## src/rtl/ysyx_23060061_wbu.sv

```systemverilog
// Write-back unit: retires one executed instruction at a time.
// For loads, it performs the memory read over the AR/R channel,
// then aligns and extends the returned data. The result is written
// to the register file in the same cycle as the commit handshake.
module ysyx_23060061_wbu #(
    parameter int ADDR_WIDTH = 5,
    parameter int DATA_WIDTH = 32
) (
    input  logic                  clk,
    input  logic                  rst,
    input  logic                  in_valid,
    output logic                  in_ready,
    input  logic [ADDR_WIDTH-1:0] in_rd,
    input  logic                  in_rd_wen,
    input  logic                  in_is_load,
    input  logic [2:0]            in_funct3,
    input  logic [DATA_WIDTH-1:0] in_result,
    input  logic [31:0]           in_next_pc,
    output logic                  mem_arvalid,
    input  logic                  mem_arready,
    output logic [DATA_WIDTH-1:0] mem_araddr,
    input  logic                  mem_rvalid,
    output logic                  mem_rready,
    input  logic [DATA_WIDTH-1:0] mem_rdata,
    input  logic [1:0]            mem_rresp,
    output logic                  gpr_wen,
    output logic [ADDR_WIDTH-1:0] gpr_waddr,
    output logic [DATA_WIDTH-1:0] gpr_wdata,
    output logic                  out_valid,
    input  logic                  out_ready,
    output logic [31:0]           out_next_pc,
    output logic                  out_err
);

    typedef enum logic [1:0] {
        S_IDLE   = 2'd0,
        S_AR     = 2'd1,
        S_R      = 2'd2,
        S_COMMIT = 2'd3
    } state_t;

    state_t                state_q, state_d;
    logic [ADDR_WIDTH-1:0] rd_q, rd_d;
    logic                  rd_wen_q, rd_wen_d;
    logic                  is_load_q, is_load_d;
    logic [2:0]            funct3_q, funct3_d;
    logic [DATA_WIDTH-1:0] result_q, result_d;
    logic [DATA_WIDTH-1:0] ld_data_q, ld_data_d;
    logic [31:0]           next_pc_q, next_pc_d;
    logic                  err_q, err_d;

    // A load faults on an illegal width code or a misaligned address.
    function automatic logic load_fault(input logic [2:0] f3, input logic [1:0] off);
        logic bad;
        case (f3)
            3'b000, 3'b100: bad = 1'b0;
            3'b001, 3'b101: bad = off[0];
            3'b010:         bad = (off != 2'b00);
            default:        bad = 1'b1;
        endcase
        return bad;
    endfunction

    // Shift the addressed byte or half down to bit 0, then sign- or zero-extend it.
    function automatic logic [DATA_WIDTH-1:0] load_extend(input logic [2:0]            f3,
                                                          input logic [1:0]            off,
                                                          input logic [DATA_WIDTH-1:0] word);
        logic [DATA_WIDTH-1:0] sh;
        logic [DATA_WIDTH-1:0] res;
        sh = word >> {off, 3'b000};
        case (f3)
            3'b000:  res = {{(DATA_WIDTH-8){sh[7]}}, sh[7:0]};
            3'b001:  res = {{(DATA_WIDTH-16){sh[15]}}, sh[15:0]};
            3'b100:  res = {{(DATA_WIDTH-8){1'b0}}, sh[7:0]};
            3'b101:  res = {{(DATA_WIDTH-16){1'b0}}, sh[15:0]};
            default: res = word;
        endcase
        return res;
    endfunction

    // Next-state logic and capture of the instruction fields and load data.
    always_comb begin
        state_d   = state_q;
        rd_d      = rd_q;
        rd_wen_d  = rd_wen_q;
        is_load_d = is_load_q;
        funct3_d  = funct3_q;
        result_d  = result_q;
        ld_data_d = ld_data_q;
        next_pc_d = next_pc_q;
        err_d     = err_q;
        case (state_q)
            S_IDLE: begin
                if (in_valid) begin
                    rd_d      = in_rd;
                    rd_wen_d  = in_rd_wen;
                    is_load_d = in_is_load;
                    funct3_d  = in_funct3;
                    result_d  = in_result;
                    next_pc_d = in_next_pc;
                    ld_data_d = '0;
                    err_d     = in_is_load & load_fault(in_funct3, in_result[1:0]);
                    if (in_is_load && !load_fault(in_funct3, in_result[1:0])) begin
                        state_d = S_AR;
                    end else begin
                        state_d = S_COMMIT;
                    end
                end
            end
            S_AR: begin
                if (mem_arready) begin
                    state_d = S_R;
                end
            end
            S_R: begin
                if (mem_rvalid) begin
                    ld_data_d = load_extend(funct3_q, result_q[1:0], mem_rdata);
                    err_d     = err_q | (mem_rresp != 2'b00);
                    state_d   = S_COMMIT;
                end
            end
            S_COMMIT: begin
                if (out_ready) begin
                    state_d = S_IDLE;
                end
            end
            default: state_d = S_IDLE;
        endcase
    end

    // State and latched-field registers; reset abandons any instruction in flight.
    always_ff @(posedge clk) begin
        if (rst) begin
            state_q   <= S_IDLE;
            rd_q      <= '0;
            rd_wen_q  <= 1'b0;
            is_load_q <= 1'b0;
            funct3_q  <= '0;
            result_q  <= '0;
            ld_data_q <= '0;
            next_pc_q <= '0;
            err_q     <= 1'b0;
        end else begin
            state_q   <= state_d;
            rd_q      <= rd_d;
            rd_wen_q  <= rd_wen_d;
            is_load_q <= is_load_d;
            funct3_q  <= funct3_d;
            result_q  <= result_d;
            ld_data_q <= ld_data_d;
            next_pc_q <= next_pc_d;
            err_q     <= err_d;
        end
    end

    assign in_ready    = (state_q == S_IDLE);
    assign mem_arvalid = (state_q == S_AR);
    assign mem_araddr  = (state_q == S_AR) ? {result_q[DATA_WIDTH-1:2], 2'b00} : '0;
    assign mem_rready  = (state_q == S_R);
    assign out_valid   = (state_q == S_COMMIT);
    assign out_next_pc = next_pc_q;
    assign out_err     = (state_q == S_COMMIT) & err_q;

    // The write fires only during the accepted commit cycle, so it happens once per instruction.
    assign gpr_wen   = (state_q == S_COMMIT) & out_ready & rd_wen_q & (rd_q != '0) & ~err_q;
    assign gpr_waddr = rd_q;
    assign gpr_wdata = is_load_q ? ld_data_q : result_q;

endmodule

```

## config.mk

```make
export PLATFORM = sky130hd
export DESIGN_NAME = ysyx_23060061_wbu
export DESIGN_NICKNAME = d
export VERILOG_FILES = /design/src/rtl/ysyx_23060061_wbu.sv
export SDC_FILE = /design/constraint.sdc
export NUM_CORES = 1
export LEC_CHECK = 0
export BUFFER_PORTS_ARGS = -buffer_cell sky130_fd_sc_hd__buf_4
export CELL_PAD_IN_SITES_DETAIL_PLACEMENT = 0
export CELL_PAD_IN_SITES_GLOBAL_PLACEMENT = 1
export CORE_UTILIZATION = 31
export DETAILED_ROUTE_END_ITERATION = 12
export HOLD_SLACK_MARGIN = 0.15
export MAX_ROUTING_LAYER = met4
export PLACE_DENSITY_LB_ADDON = 0.1
export SYNTH_ARGS = -nofsm -noshare
export SYNTH_HDL_FRONTEND = slang
export SYNTH_SLANG_ARGS = --single-unit
```

## constraint.sdc

```tcl
create_clock -name clk -period 1.9 [get_ports clk]
set_input_delay 0.095 -clock clk [delete_from_list [all_inputs] [get_ports clk]]
set_output_delay 0.095 -clock clk [all_outputs]
set_load 0.005 [all_outputs]
```

Word-level counts from Yosys, hierarchy flattened:

Index checks and enable logic that the tools add are counted.

* flip-flop bits (word level): 109
* output and inout port bits: 107

* shift operators: 1
* reduce and logical (&&, ||, !) cells: 14
* bitwise logic cells: 8
* equal/unequal tests: 14
* multiplexer cells: 18

Operator list (count)
* 2-to-1 mux 32 bit: 4
* case mux 32 bit (4 select lines): 1
* case mux 32 bit (2 select lines): 1
* right shift 32 x 5 -> 16 bit: 1
* == test 3 bit (second input constant): 4
* 2-to-1 mux 2 bit: 5
* case mux 2 bit (4 select lines): 1
* bitwise AND 1 bit: 6
* == test 3 x 1 -> 1 bit (second input constant): 2
* logical NOT 3 bit: 2
* nonzero test 2 bit: 3
* nonzero test 5 bit: 1
* == test 2 bit (second input constant): 2
* 2-to-1 mux 1 bit: 4
* inequality test 2 x 1 -> 1 bit (second input constant): 2
* inequality test 2 bit (second input constant): 2
* AND reduction 4 bit: 1
* OR reduction 2 bit: 2
* == test 3 x 2 -> 1 bit (second input constant): 1
* case mux 1 bit (3 select lines): 1
* AND reduction 3 bit: 1
* == test 2 x 1 -> 1 bit (second input constant): 1
* logical NOT 2 bit: 1
* case mux 1 bit (2 select lines): 1
* 5 further kinds: 5

Longest topological paths before layout:

Gate-level depths: netlist of run 1.

* word-level depth: 10
* gate-level depth with buffers: 9
* gate-level depth less buffers: 6

Worst setup path after synthesis of run 1:

Ideal clock, no wire load.

* kind: reg2reg
* start: register state_q[0]
* end: register ld_data_q[16]
* stages on the path, launching flop included: 10
* library setup time: 122 ps
* data arrival time: 1837 ps
* clock period less this slack: 1959 ps
* path buffers: 3
* path slack: -59 ps
* cells stage by stage: dfxtp_1 inv_1 ha_1 nor2b_4 and3_4 buf_6 and2_4 buf_6 buf_6 a221o_1

* word-level cells in the longest chain between the ends: 3
* elaborated cells on any way between the ends: 7

RTL lines
* start: declaration: RTL line 42 `state_t state_q, state_d;`
* start signal: assignment: RTL line 144 `state_q <= state_d;`
* == test 2 bit (*)
* via mem_rready: RTL line 23 `output logic mem_rready,`
* inequality test 2 bit (no source line) or nonzero test 2 bit (tied branches)
* AND reduction 3 bit (no source line)
* end signal: assignment: RTL line 150 `ld_data_q <= ld_data_d;`
* end: declaration: RTL line 48 `logic [DATA_WIDTH-1:0] ld_data_q, ld_data_d;`

Mark *: on every way through the listed nets, which the timed path passes. The rest lies on a longest branch.
A chain may end at the register's enable or synchronous reset.

Worst setup path after layout of run 1:

* start: register result_q[1]
* end: register ld_data_q[8]

* word-level cells in the longest chain between the ends: 4

RTL lines
* start: declaration: RTL line 47 `logic [DATA_WIDTH-1:0] result_q, result_d;`
* start signal: assignment: RTL line 149 `result_q <= result_d;`
* right shift 32 x 5 -> 16 bit: RTL line 70 `sh = word >> {off, 3'b000};`
* case mux 32 bit (4 select lines): RTL line 71 `case (f3)`
* 2-to-1 mux 32 bit: RTL line 116 `if (mem_rvalid) begin`
* case mux 32 bit (2 select lines): RTL line 92 `case (state_q)`

No other way between the ends. The select of a mux whose other input is x is not followed.

==> impl_results.md, run 1 <==
* CTS root buf: clkbuf_16
* Largest net degree at the start of global routing at 53
* HPWL after DPL at 12200 um
* Comb pwr share at 40.2%
* Initial DRC count at 267
* Area Overhead vs Synth at 64.7%
* Vias at 5281
* Synth Flop Type: dfxtp_1
* RR Startpoint: result_q[1]
* Flop pwr share at 36.0%
* Synth top cells by count: 152 x nand2_1, 109 x dfxtp_1, 79 x a21oi_1
* Die Height at 130 um
* R2r setup slk at 0.11 ns
* Dpl cells at 992
* Clock net sink count at 109
* Crit path kind: register to register
* Worst setup startpoint: result_q[1]
* Tot GR Track Use at around a fifth
* Cell Area, Synth at 5050 sq um
* Die ar. at 16800 sq um
* Worst skew pair latency at 0.35 ns
* Most Crowded Layer GR: met2
* Int Pwr at 5.28 mW
* Post-route ant nets at 0
* Setup TNS at 0 ns
* RSZ-0062 raised after global routing: false
* Hold violation count in the final report at 0
* Mapped Cells at 588
* CTS tree: built
* Worst-path clk slew at 0.07 ns
* Sequential cell area fraction in the yosys report at 43.2%
* Max Cap Viol at 0
* Power per Cell Area at a little under 1000 nW/um^2
* CTS H-tree lvls at 3
* Avg Inst Size Synth at ~8.6 sq um
* Vias in the first global route at 5085
* Drt drc at 0
* CP Max Fanout at 8
* Final setup violating endpoints at 0
* Die X at 130 um
* 1st-pass router iterations at 4
* Net Sw Frac at 34.8%
* Vias per std cell at 4.73
* CP Data Arrival Time at around 2.0 ns
* Fin crit period at 1.79 ns
* Critical Path Max Stage Delay at 0.48 ns
* Initial antenna violation count at 0
* Clock buffer depth at 2
* Final Instance Count excl. Fillers at 1117
* Period Utilization, post-route at between 90% and 100%
* Synth area leaders: dfxtp_1 43%, nand2_1 11%, a21oi_1 7.8%, mux2_2 7.4%, and2_1 4.0%
* Routed len/inst at 15.5 um
* # nets final at 1015
* I/O pin count at 221
* GRT overflow at 0
* Grt met1 use at between 20% and 30%
* Type of the most critical hold path: primary input to register
* Top-count cell post-synth: nand2_1
* Crit path cell chain: mux2_2 -> a221oi_4 -> o22ai_1 -> a22o_1
* Seq cells post-synth at 109
* Startpoint types: register
* WP buf/inv at 0
* Worst r2r dst: ld_data_q[8]
* Drt total wl at 17300 um
* Area of the core at 15900 sq um
* Worst hold-check slack at about 0.17 ns
* Post-synth ARST share at 0%
* PortBufs at 218
* Layout cell share with drive strength beyond 1 at approximately 34%
* Synth unique cells at 50
* # diodes at 0
* Ys Warns at 0
* Grt met2 use at 34.4%
* Reg2Reg Depth at 4
* Stages on worst setup path at 4
* EDFF count, synth at 0
* Clk network pwr share at 23.8%
* GR Util met3 at 3.26%
* Top cell type by total area after synthesis: dfxtp_1
* Yosys top cell area share at 43.2%
* Total Power at 8.10 mW
* Site row count at 46
* Final Util at 52.4%
* Crit-path slowest cell: a221oi_4
* Status: finished clean
* Critical Path End Type: register
* Worst Path Required at roughly 2.1 ns
* Slew Limit Fails at 0
* Fill count at 1550
* P_sw at 2.82 mW
* Tightest Pin Transition at 0.519 ns
* CP top delay family: compound AO/OA/AOI/OAI gates
* F_max at 0.559 GHz
* Initial Util at a little under a third
* End of the critical path: ld_data_q[8]
* Placer Congestion at 0.839
* First-pass GRT wire length at between 20000 and 30000 um
* Final Skew at ~0.0075 ns
* Peak VDD IR at 0.000467 V
* Max-slew headroom at about two thirds
* Clock buffer count from CTS at 9
* Pleak at 3.62 nW
==> metal layers <==
metal  up-vias  wire [um]
met2       179       8320
li1       2648          -
met3        26        853
met5         -          0
met1      2428       7720
met4         0        406
==> power groups by stage <==
stage	registers [mW]	logic, mW	clock network (mW)
finish	2.92	3.25	1.93
global route	2.97	3.56	2.08
CTS	2.92	3.24	1.99
detailed placement	2.97	3.05	0
global placement	2.96	3.02	0
floorplan	2.87	1.73	0
==> stage by stage <==
stage,area [sq um],setup WS (ns)
after floorplan,5060,0.00936
after global placement,6930,0.0888
after detailed placement,6930,0.00743
after CTS,8300,0.0317
after global routing,8320,0.0215
final,8320,0.110
==> registers in the layout, summed over array words and instances (netlist names) <==
signal       cells
ld_data_q       32
out_next_pc     32
result_q        32
gpr_waddr        5
funct3_q         3
state_q          2
err_q            1
is_load_q        1
rd_wen_q         1
==> placed cells by master, fill, tap and decap left out, drive strengths merged, types with 10 or more instances in the layout <==
cell	n
a21oi	79
nand2	152
a2bb2oi	14
dfxtp	109
clkbuf	10
buf	238
dlygate4sd3	107
a221o	16
nor2	14
and2	33
mux2	34
nand2b	11
==> kinds of logic after synthesis <==
family | Yosys count | synth area share (%)
compound gates | 150 | 20.3
mux | 42 | 9.24
simple gates | 227 | 21.0
buf+inv | 54 | 4.98
other cells | 1 | 0.0742
fa+ha+maj | 5 | 1.24
flops | 109 | 43.2
==> worst register-to-register path, stage by stage, from the launching register on <==
cell,delay [ns]
dfxtp_1,0.43
mux2_2,0.42
a221oi_4,0.48
o22ai_1,0.15
a22o_1,0.21
==> worst min path at each step <==
| stage | depth (start not counted) | slack (ns) | to | startpoint |
|---|---|---|---|---|
| global route | 4 | 0.18 | ld_data_q[15] | mem_rdata[15] |
| detailed placement | 2 | 0.34 | ld_data_q[30] | mem_rdata[30] |
| finish | 4 | 0.17 | ld_data_q[15] | mem_rdata[15] |
| global placement | 3 | 0.34 | gpr_waddr[1] | in_rd[1] |
| floorplan | 2 | 0.23 | rd_wen_q | in_rd_wen |
| CTS | 4 | 0.15 | ld_data_q[15] | mem_rdata[15] |
==> what timing repair did <==
| action | 4_1_cts | 5_1_grt |
|---|---|---|
| pin swaps | 1 | 1 |
| setup buffers | 0 | 2 |
| endpoints found under the setup margin | 11 | 16 |
| hold endpoints to repair | 107 | 0 |
| gates resized for setup | 0 | 1 |
| hold buffers | 107 | 0 |
==> final cells by class <==
| type | count | area, sq um | area share, % |
|---|---|---|---|
| sequential | 109 | 2180 | 26.2 |
| timing repair buffer | 345 | 2920 | 35.1 |
| multi-input combinational | 426 | 2630 | 31.6 |
| inverter | 5 | 18.8 | 0.225 |
| tap | 216 | 270 | 3.25 |
| clock inverter | 6 | 70.1 | 0.842 |
| clock buffer | 10 | 229 | 2.75 |
Note: power is estimated with default switching activity, not from simulation.
==> run 2: changes to the inputs <==
- ABC_AREA: default -> 1
- CORE_UTILIZATION: 31 -> 29
==> run 2 against run 1 <==
Compared with the run above:
- first-iteration DRC count shrank 9.0%
- cell area grew 0.50%
- clock skew grew 0.00089 ns
- worst setup slack gained 0.075 ns
- core utilization shrank 6.0 points
- largest cell class unchanged
==> impl_results.md, run 2 <==
* Status: finished clean
* Die ar. at 19000 sq um (+13%)
* Crit-path slowest cell: dfxtp_1
* Type of the most critical hold path: primary input to register
* Layout cell share with drive strength beyond 1 at 25.4% (-8.3 points)
* Top-count cell post-synth: nand2_1
* Post-Synth XOR/XNOR Area at 0% (unchanged)
* Max Cap Viol at 0 (unchanged)
* PortBufs at 218 (unchanged)
* Initial DRC count at 243 (-9.0%)
* Initial antenna violation count at 0 (unchanged)
* Vias at 6013 (+14%)
* Sequential cell area fraction in the yosys report at 40.7% (-2.5 points)
* Initial Util at 29.7% (-2.1 points)
* Setup Buffers After CTS at 0 (unchanged)
* # diodes at 0 (unchanged)
* Avg Inst Size Synth at 6.59 sq um (-23%)
* Synth top cells by count: 162 x nand2_1, 129 x nor2_1, 113 x o21ai_0
* Period Utilization, post-route at 90.3% (-3.9 points)
* Fin crit period at 1.72 ns (-0.0749 ns)
* Critical Path End Type: register
* Synth area leaders: dfxtp_1 41%, nand2_1 11%, o21ai_0 11%, nor2_1 9.0%, a21oi_1 7.6%
* Critical Path Max Stage Delay at 0.35 ns (-0.13 ns)
* Fill count at 2002 (+29%)
* Max-slew headroom at 66.6% (+1.3 points)
* Adder-Cell Fraction of Synth Area at 1.17% (-0.071 points)
* CTS root buf: clkbuf_16
* Startpoint types: register
* CP Max Fanout at 22 (+14)
* Post-route ant nets at 0 (unchanged)
* 1st-pass router iterations at 4 (unchanged)
* F_max at 0.583 GHz (+4.4%)
* Seq cells post-synth at 109 (unchanged)
* Post-synth ARST share at 0% (unchanged)
* CP Data Arrival Time at 2.00 ns (-0.03 ns)
* EDFF count, synth at 0 (unchanged)
* Worst skew pair latency at 0.36 ns (about the same)
* Synth unique cells at 30 (-40%)
* HPWL after DPL at 12900 um (+6.0%)
* Dpl cells at 1227 (+24%)
* Setup TNS at 0 ns (unchanged)
* Die X at 138 um (+6.4%)
* Synth Flop Type: dfxtp_1
* RSZ-0062 raised after global routing: false
* Area Overhead vs Synth at 56.0%
* GRT overflow at 0 (unchanged)
* Die Height at 138 um (+6.4%)
* Vias per std cell at 4.53 (-4.2%)
* Routed len/inst at 13.7 um (-12%)
* Clock buffer count from CTS at 9 (unchanged)
* Power per Cell Area at 1170 nW/um^2 (+20%)
* Commonest non-fill, non-tap cell in the layout: buf_4
* Mux cell area share after synthesis at 0% (-9.2 points)
* Final Skew at 0.00839 ns (+0.000894 ns)
* Final Instance Count excl. Fillers at 1327 (+19%)
* Peak VDD IR at 0.000603 V (+29%)
* Slew Limit Fails at 0 (unchanged)
* First-pass GRT wire length at 28300 um (+9.2%)
* CTS tree: built
* Tightest Pin Transition at 0.500 ns (-0.0188 ns)
* Area of the core at 18000 sq um (+13%)
* Pleak at 4.02 nW (+11%)
* CTS H-tree lvls at 3 (unchanged)
* Clock net sink count at 109 (unchanged)
* Final setup violating endpoints at 0 (unchanged)
* Clock buffer depth at 2 (unchanged)
* Site row count at 49 (+6.5%)
* Worst-path clk slew at 0.07 ns (about the same)
* Placer Congestion at 0.878 (+4.6%)
* # nets final at 1212 (+19%)
* Drt drc at 0 (unchanged)
* CP most frequent cell: nand2_1
* Drt total wl at 18100 um (+4.9%)
* Top cell type by total area after synthesis: dfxtp_1
* Tot GR Track Use at 19.8% (-0.92 points)
* Largest net degree at the start of global routing at 68 (+28%)
* Cell Area, Synth at 5360 sq um (+6.1%)
* Crit path kind: register to register
* Vias in the first global route at 5848 (+15%)
* Commonest cells after routing, fill and taps aside: 239 x buf_4, 161 x nand2_1, 129 x nor2_1
* Mapped Cells at 813 (+38%)
* Post-Synth Simple-Gate Area at 25.5% (+4.5 points)
* I/O pin count at 221 (unchanged)
* Largest family of logic cells by synthesized area: simple AND/OR/NAND/NOR gates
* Ys Warns at 0 (unchanged)
* Crit path cell chain: inv_1 -> ha_1 -> nand2_1 -> o21ai_2 -> inv_2 -> o21ai_4 -> buf_4 -> nand2_1 -> a21oi_2
* Synth Area in Compound Gates at 20.6% (+0.30 points)
* Yosys top cell area share at 40.7% (-2.5 points)
* Worst Path Required at 2.19 ns (+0.05 ns)
* Hold violation count in the final report at 0 (unchanged)
## run 2: area by class of cell
cell class / count / area (sq um) / area share, %
repair buffers: 326 / 2690 / 32.1
well taps: 229 / 287 / 3.43
flip-flops and latches: 109 / 2180 / 26.1
clock buffers: 10 / 239 / 2.86
clock inverters: 6 / 68.8 / 0.823
multi-input cells: 555 / 2550 / 30.5
inverters: 92 / 348 / 4.16
## run 2: timing repair
item / in CTS / in global routing
hold buffers: 84 / 0
endpoints found under the setup margin: 0 / 11
resized for setup: 0 / 2
endpoints found under the hold margin: 85 / 0
## run 2: logic make-up (layout without fill, tap and decap cells)
group                    after synthesis  count (layout)
AO/OA/AOI/OAI                        212             212
adder cells (fa/ha/maj)                5               5
buffers and inverters                150             434
flip-flops                           109             109
other                                  1               2
AND/OR/NAND/NOR                      336             336
## run 2: power by group
| group | internal, mW | switching (mW) | leakage (nW) |
|---|---|---|---|
| logic | 1.98 | 2.56 | 2.97 |
| clock network | 1.07 | 0.908 | 0.149 |
| registers | 2.89 | 0.380 | 0.896 |
| total | 5.93 | 3.84 | 4.02 |
## run 2: per-layer routing
layer	track usage (%)	wire length, um
met1	23.4	8080
met2	32.6	8630
met3	3.11	937
met4	9.54	494
met5	-	0
## run 2: critical path, delay by kind of cell, from the launching register on
kind	cells	cell delay [ns]
buf+inv	3	0.48
flops	1	0.35
fa+ha+maj	1	0.33
compound gates	3	0.30
simple gates	2	0.21
## run 2: metrics by stage
step	power [mW]	instance area, sq um	hold WS, ns	setup slack (ns)	utilization [%]
floorplan	5.92	5360	0.223	0.344	-
global placement	7.77	7210	0.348	0.211	40.0
detailed placement	7.76	7210	0.353	0.152	40.0
CTS	9.93	8360	0.151	0.131	46.4
global route	10.6	8360	0.170	0.0106	46.4
finish	9.78	8360	0.162	0.185	46.4
## run 2: final timing paths
kind	slack [ns]	start	to	cells past startpoint
max	0.18	state_q[1]	ld_data_q[29]	9
min	0.16	mem_rresp[0]	err_q	5
max reg2reg	0.18	state_q[1]	ld_data_q[29]	9
min reg2reg	0.46	result_q[14]	result_q[14]	2
==> run 3: changes to the inputs <==
- CORE_UTILIZATION: 29 -> 25
- clock period: 1.9 -> 1.8 ns (I/O delays scaled with it)
==> run 3 against run 2 <==
Compared with the run above:
- cell count increased by 4.0%
- clock-buffer cell count down 1
- first-iteration DRC count is 5.3% lower
- die area increased by 16%
- core utilization down 5.9 points
- wire length is 5.8% higher
- total power is 7.4% higher
- critical path depth down 1
- clock skew is 0.0073 ns higher
- sequential cell count unchanged
- global-route usage is 1.5 points lower
==> impl_results.md, run 3 (synthesis results as in run 2) <==
* Layout cell share with drive strength beyond 1 at 25.3% (-0.070 points)
* Slew Limit Fails at 0 (unchanged)
* Worst skew pair latency at 0.37 ns (about the same)
* Die ar. at 22000 sq um (+16%)
* Startpoint types: register
* Setup Buffers After CTS at 0 (unchanged)
* CP Data Arrival Time at 1.95 ns (-0.05 ns)
* 1st-pass router iterations at 6 (+2)
* # nets final at 1219 (+0.58%)
* Largest net degree at the start of global routing at 82 (+21%)
* Initial antenna violation count at 0 (unchanged)
* Initial DRC count at 230 (-5.3%)
* PortBufs at 218 (unchanged)
* Area of the core at 21000 sq um (+17%)
* Pleak at 4.06 nW (+1.1%)
* HPWL after DPL at 13600 um (+5.2%)
* I/O pin count at 221 (unchanged)
* Period Utilization, post-route at 94.6% (+4.3 points)
* Type of the most critical hold path: primary input to register
* Final Instance Count excl. Fillers at 1380 (+4.0%)
* Area Overhead vs Synth at 59.0%
* Max Cap Viol at 0 (unchanged)
* CTS root buf: clkbuf_16
* Vias in the first global route at 5918 (+1.2%)
* Peak VDD IR at 0.000607 V (+0.65%)
* Drt drc at 0 (unchanged)
* Vias at 5969 (-0.73%)
* Final Util at 40.5% (-5.9 points)
* Dpl cells at 1273 (+3.7%)
* Final Skew at 0.0157 ns (+0.00729 ns)
* CTS H-tree lvls at 3 (unchanged)
* CP Max Fanout at 4 (-82%)
* Placer Congestion at 0.824 (-6.1%)
* F_max at 0.587 GHz (+0.75%)
* Critical Path End Type: register
* RSZ-0062 raised after global routing: false
* Fin crit period at 1.70 ns (-0.0128 ns)
* Die X at 148 um (+7.6%)
* Setup TNS at 0 ns (unchanged)
* Power per Cell Area at 1230 nW/um^2 (+5.4%)
* Status: finished clean
* Vias per std cell at 4.33 (-4.5%)
* Drt total wl at 19200 um (+5.8%)
* Die Height at 148 um (+7.6%)
* Crit path kind: register to register
* Post-route ant nets at 0 (unchanged)
* Tot GR Track Use at 18.3% (-1.5 points)
* Worst-path clk slew at 0.08 ns (about the same)
* First-pass GRT wire length at 30500 um (+7.7%)
* Final setup violating endpoints at 0 (unchanged)
* Routed len/inst at 13.9 um (+1.7%)
* Clock net sink count at 109 (unchanged)
* Hold violation count in the final report at 0 (unchanged)
* Initial Util at 25.5% (-4.2 points)
* Commonest non-fill, non-tap cell in the layout: buf_4
* Site row count at 53 (+8.2%)
* CTS tree: built
* GRT overflow at 0 (unchanged)
* Clock buffer count from CTS at 9 (unchanged)
* # diodes at 0 (unchanged)
* Worst Path Required at 2.05 ns (-0.14 ns)
* Clock buffer depth at 2 (unchanged)
* Commonest cells after routing, fill and taps aside: 237 x buf_4, 161 x nand2_1, 129 x nor2_1
-- run 3: layer usage --
metal	wire, um	part of all wire, %	track usage (%)	up-vias
li1	-	-	-	3144
met3	927	4.8	2.94	21
met5	0	0	-	-
met1	8950	47	22.3	2645
met4	504	2.6	7.47	0
met2	8810	46	30.0	159
-- run 3: path summary, 6_finish.rpt --
check	startpoint	to	slack [ns]	cells after the start
worst max register to register	state_q[0]	err_q	0.1	8
worst min-delay path	mem_rdata[23]	ld_data_q[23]	0.16	5
worst max-delay path	state_q[0]	err_q	0.1	8
worst min register to register	result_q[25]	result_q[25]	0.46	2
-- run 3: critical path: stages, from the launching register on --
cell           delay, ns
dfxtp_1             0.35
inv_2               0.09
ha_2                0.18
inv_2               0.05
nor3_1              0.12
dlygate4sd3_1       0.56
nor2_1              0.04
o21ai_0             0.14
nor2_1              0.06
-- run 3: area by class of cell --
class | count | area, sq um
timing repair buffer | 333 | 2790
sequential | 109 | 2180
multi-input combinational | 555 | 2550
tap | 275 | 344
fill | 2335 | 12500
clock inverter | 7 | 83.8
inverter | 92 | 348
clock buffer | 9 | 225
-- run 3: where the power goes --
part | total [mW] | internal (mW) | switching [mW] | leakage [nW]
clock | 2.12 | 1.10 | 1.01 | 0.150
sequential | 3.44 | 3.05 | 0.390 | 0.896
combinational | 4.94 | 2.17 | 2.77 | 3.01
total | 10.5 | 6.32 | 4.17 | 4.06
-- run 3: through the flow --
step | total power, mW | hold WS (ns) | instance area, sq um | setup slack [ns]
2_1_floorplan | 6.25 | 0.218 | 5360 | 0.244
3_3_place_gp | 8.35 | 0.343 | 7290 | 0.257
6_report | 10.5 | 0.156 | 8520 | 0.0973
5_1_grt | 11.4 | 0.163 | 8520 | 0.00214
4_1_cts | 10.6 | 0.154 | 8510 | 0.0492
3_5_place_dp | 8.32 | 0.347 | 7290 | 0.202
-- run 3: what timing repair did --
item                                    in CTS  in global routing
endpoints found under the hold margin      105                  0
endpoints found under the setup margin       0                 32
hold buffers                                91                  0
gates resized for setup                      0                  5
